## config.mk

```make
export PLATFORM = sky130hd
export DESIGN_NAME = serial_adder
export DESIGN_NICKNAME = d
export VERILOG_FILES = /design/src/rtl/serial_adder.sv
export SDC_FILE = /design/constraint.sdc
export NUM_CORES = 1
export LEC_CHECK = 0
export CORE_MARGIN = 1
export CORE_UTILIZATION = 55
export CTS_BUF_LIST = sky130_fd_sc_hd__clkbuf_4 sky130_fd_sc_hd__clkbuf_8
export DETAILED_ROUTE_END_ITERATION = 8
export DONT_BUFFER_PORTS = 1
export PLACE_DENSITY = 0.73
export SETUP_SLACK_MARGIN = 0.5
export SLEW_MARGIN = 20
export SYNTH_ARGS = -nofsm -noshare
export SYNTH_HDL_FRONTEND = slang
export SYNTH_SLANG_ARGS = --single-unit
```

## constraint.sdc

```tcl
create_clock -name clk -period 1.5 [get_ports clk]
set_input_delay 0.225 -clock clk [delete_from_list [all_inputs] [get_ports clk]]
set_output_delay 0.225 -clock clk [all_outputs]
set_load 0.005 [all_outputs]
```

## src/rtl/serial_adder.sv

```systemverilog
// Digit-serial add/subtract unit: DIGIT bits per clock, LSB first, through a registered carry.
// Operands are accepted on start in IDLE or DONE; done pulses for one cycle with result and flags.
module serial_adder #(
  parameter int WIDTH = 8,
  parameter int DIGIT = 1
) (
  input  logic             clk,
  input  logic             reset,
  input  logic             start,
  input  logic [WIDTH-1:0] a,
  input  logic [WIDTH-1:0] b,
  input  logic             carry_in,
  input  logic             sub,
  output logic             busy,
  output logic             done,
  output logic [WIDTH-1:0] result,
  output logic             carry_out,
  output logic             overflow,
  output logic             zero
);

  localparam int N  = WIDTH / DIGIT;
  localparam int KW = (N > 1) ? $clog2(N) : 1;
  localparam logic [KW-1:0] K_LAST = KW'(N - 1);

  typedef enum logic [1:0] {IDLE, RUN, DONE} state_t;

  state_t           state_q, state_d;
  logic [WIDTH-1:0] opa_q, opa_d;
  logic [WIDTH-1:0] opb_q, opb_d;
  logic [WIDTH-1:0] sh_q, sh_d;
  logic [WIDTH-1:0] result_q, result_d;
  logic [KW-1:0]    k_q, k_d;
  logic             carry_q, carry_d;
  logic             carry_out_q, carry_out_d;
  logic             overflow_q, overflow_d;
  logic             zero_q, zero_d;

  logic             accept;
  logic             last;
  logic [DIGIT:0]   dsum;
  logic [WIDTH-1:0] sh_shift;
  logic             c_into_msb;

  assign accept = start && ((state_q == IDLE) || (state_q == DONE));
  assign last   = (state_q == RUN) && (k_q == K_LAST);

  // State register
  always_ff @(posedge clk) begin
    if (reset) state_q <= IDLE;
    else       state_q <= state_d;
  end

  // Next-state logic
  always_comb begin
    state_d = state_q;
    case (state_q)
      IDLE:    if (start) state_d = RUN;
      RUN:     if (last)  state_d = DONE;
      DONE:    state_d = start ? RUN : IDLE;
      default: state_d = IDLE;
    endcase
  end

  // Output decode
  always_comb begin
    busy = (state_q == RUN);
    done = (state_q == DONE);
  end

  // One digit of ripple add; the sum digit enters the result shift register at the MSB end
  assign dsum     = {1'b0, opa_q[DIGIT-1:0]} + {1'b0, opb_q[DIGIT-1:0]}
                  + {{DIGIT{1'b0}}, carry_q};
  assign sh_shift = (sh_q >> DIGIT) | (WIDTH'(dsum[DIGIT-1:0]) << (WIDTH - DIGIT));
  // Carry into the top bit recovered from its sum bit and operand bits
  assign c_into_msb = dsum[DIGIT-1] ^ opa_q[DIGIT-1] ^ opb_q[DIGIT-1];

  always_comb begin
    opa_d       = opa_q;
    opb_d       = opb_q;
    sh_d        = sh_q;
    k_d         = k_q;
    carry_d     = carry_q;
    result_d    = result_q;
    carry_out_d = carry_out_q;
    overflow_d  = overflow_q;
    zero_d      = zero_q;
    if (accept) begin
      opa_d   = a;
      opb_d   = sub ? ~b : b;
      carry_d = sub ? ~carry_in : carry_in;
      k_d     = '0;
    end else if (state_q == RUN) begin
      opa_d   = opa_q >> DIGIT;
      opb_d   = opb_q >> DIGIT;
      carry_d = dsum[DIGIT];
      sh_d    = sh_shift;
      k_d     = k_q + KW'(1);
      if (last) begin
        result_d    = sh_shift;
        carry_out_d = dsum[DIGIT];
        overflow_d  = c_into_msb ^ dsum[DIGIT];
        zero_d      = (sh_shift == '0);
      end
    end
  end

  // Working operands need no reset; they are always loaded before use
  always_ff @(posedge clk) begin
    opa_q   <= opa_d;
    opb_q   <= opb_d;
    sh_q    <= sh_d;
    k_q     <= k_d;
    carry_q <= carry_d;
  end

  always_ff @(posedge clk) begin
    if (reset) begin
      result_q    <= '0;
      carry_out_q <= 1'b0;
      overflow_q  <= 1'b0;
      zero_q      <= 1'b0;
    end else begin
      result_q    <= result_d;
      carry_out_q <= carry_out_d;
      overflow_q  <= overflow_d;
      zero_q      <= zero_d;
    end
  end

  assign result    = result_q;
  assign carry_out = carry_out_q;
  assign overflow  = overflow_q;
  assign zero      = zero_q;

endmodule

```

==> results.cfg <==
[timing]
period_minus_slack_ns = 1.55
setup_violations = 2
period_share_pct = 103
maxSlewViolCount = 0
finalSetupTns_ns = -0.0881
slew_headroom_pct = 81.6
hold_viol = 13
fmax_mhz = 644
skew_ns = 0.00814
hold_ws_ns = -0.0872
setup_ws_ns = -0.0524
rsz0062_at_grt = true
worstMarginPinSlew_ns = 0.274

[critical_path]
cp_max_fo = 2
cp_top_family = adder cells
path_cells = fa_2 -> xnor2_2 -> xnor2_1 -> a211oi_2
cp.required_ns = 1.77
start_kind = register
rr_startpoint = carry_q
startpoint = carry_q
cp-end-kind = register
crit_slowest_cell = fa_2
worst_path_largest_cell_delay_ns = 0.63
cp_num_buf_inv = 0
reg2reg_slack_ns = -0.05
worst-setup-path-type = register to register
crit_arrival_ns = 1.82

[detailed_routing]
drt-pass1-iter-count = 6
drc_errors = 2
routedWlPerCell_microns = 17.9
viasPerCell = 5.91
dr.first_iter.drc_count = 73
postRouteAntennaNets = 0
drt_wl_total_microns = 3710
vias = 1223

[global_route]
grt_pass1_wl_microns = 5560
grt_max_degree = 14
grt_usage_pct = 23.1
met2_usage_pct = 39.3
grt_pass1_vias = 1149
top_usage_layer = met2
use_met3_pct = 7.03
globalRouteOverflowTotal = 0
grt_use_met1_pct = 29.3
antenna_found_initial = 0

[power_and_ir_drop]
power_mw = 2.40
ir_worst_vdd_uv = 903
p_leak_nw = 0.798
power_density_mw_per_mm2 = 1070

[logic_synthesis]
yosys.area_share.simple_pct = 16.7
synthMuxAreaShare_pct = 0
synthCells = 151
synth_compound_area_share_pct = 7.99
synth_warnings = 0
yosysTopAreaCellShare_pct = 43.4
syn_area_per_cell_sq_um = 11.0
synth_seq_cells = 40
netlist_top_cells_area = edfxtp_1 43%, dfxtp_1 19%, nand2_1 11%, xnor2_1 6.9%, a21oi_1 2.7%
synth_fp_nets = 175
synth_cell_types = 27
synth_top_family_by_area = simple AND/OR/NAND/NOR gates
synth-adder-area-share_pct = 2.71
post_synth_xor_area_fraction_pct = 6.86
synth_top_area_cell = edfxtp_1
synthesis.area_sq_mm = 0.00166
ys_seq_area_share_pct = 62.7

[floorplanning]
die_w_microns = 56.9
ios = 34
start_util_pct = 59.2
fp.dieArea_sq_mm = 0.00324
core_area_sq_mm = 0.00281
rows = 19
die_y_microns = 56.9

[final_layout]
final_cell_mix = 24 x edfxtp_1, 23 x nand2_1, 19 x nand2_2, 13 x buf_6
final_common_cell = edfxtp_1
fin_area_sq_mm = 0.00224
diodes = 0
nNetsFinal = 199
fillers = 152
fin_util_pct = 79.9
area_growth_pct = 35.0
stdcell_count = 207
drive_gt1_share_pct = 52.3

[cts]
clk_latency_ns = 0.35
path_clk_slew_ns = 0.12
clk_path_buf_depth = 2
clock-sinks = 40
ctsHtreeMaxLevel = 2
numCtsBuffers = 5
clock-root-buffer = clkbuf_4
cts_tree = done

[run_status]
status = finished, violations left
failed_checks = design-rule violations, negative hold slack, negative setup slack

[placement]
io_buffer_count = 0
dp_cells = 176
dp_hpwl_microns = 1780
place.gp.congestion = 0.724
placed_cell_area_sq_mm = 0.00171

[worst_hold_path]
hold_path_class = input pin to register
min_from = reset

[flow_run]
cap_violations = 0
-- worst reg2reg max path, delay by kind of cell (launching register included) --
kind,cells,cell delay (ns)
fa+ha+maj,1,0.63
flops,1,0.43
xor+xnor,2,0.23
compound gates,1,0.19
-- final cells by class --
type | count | area [sq um] | area share [%]
Inverter | 1 | 7.51 | 0.335
Multi-Input combinational cell | 106 | 856 | 38.2
Clock inverter | 3 | 18.8 | 0.837
Sequential cell | 40 | 1050 | 46.8
Clock buffer | 5 | 37.5 | 1.67
Tap cell | 31 | 38.8 | 1.73
Timing Repair Buffer | 21 | 234 | 10.4
-- power by group --
group,internal (mW),switching [mW],total [mW]
Combinational,0.276,0.225,0.501
Sequential,1.30,0.0679,1.37
Clock,0.177,0.359,0.536
Total,1.75,0.652,2.40
-- per-stage QoR --
step | hold slack (ns) | worst slack (ns)
2_1_floorplan | 0.290 | 0.0275
3_3_place_gp | 0.290 | 0.00143
3_5_place_dp | 0.290 | -0.0475
4_1_cts | -0.104 | -0.0461
5_1_grt | -0.110 | -0.106
6_report | -0.0872 | -0.0524
-- kinds of logic (layout without fill, tap and decap cells) --
group,count (synthesis),in the layout
compound gates,22,22
buf+inv,9,30
simple gates,64,68
flops,40,40
xor+xnor,13,13
fa+ha+maj,3,3
-- synth_stat cells --
cell type	number
fa_1	1
a22o_1	2
a211oi_2	1
ha_1	2
nor4_1	2
dfxtp_1	16
a21oi_1	9
o21ai_1	7
buf_4	1
buf_1	1
nor2b_1	3
buf_6	1
and2_1	1
buf_2	5
edfxtp_1	24
nor2_1	4
and3b_2	1
xnor2_1	13
nand2_1	48
nor2_2	1
inv_1	1
nand2b_1	1
a21oi_2	2
nand2b_2	1
nand3b_1	1
o21ai_0	1
nand3_1	1
-- flip-flops by register name, indices dropped and copies added, names as in the netlist --
| register | flops |
|---|---|
| result | 8 |
| carry_out | 1 |
| state_q | 2 |
| k_q | 3 |
| opb_q | 8 |
| carry_q | 1 |
| overflow | 1 |
| zero | 1 |
| sh_q | 7 |
| opa_q | 8 |
-- worst paths after layout --
kind / to / cells after the start
worst min-delay path: state_q[1] / 1
worst max-delay path: overflow / 4
worst min register to register: result[2] / 2
worst max register to register: overflow / 4
-- metal layers --
metal,wire (microns),part of all wire (%),vias to the layer above
li1,-,-,559
met1,1530,41,620
met2,1940,52,38
met3,179,4.8,6
met4,56,1.5,0
met5,0,0,-
-- repair_timing --
action / 4_1_cts / 5_1_grt
pin swaps: 20 / 22
hold endpoints to repair: 13 / 13
setup endpoints to repair: 59 / 54
buffers inserted: 11 / 5
cloned: 5 / 2
resized for setup: 48 / 32
Power figures use the tool's default switching activity.
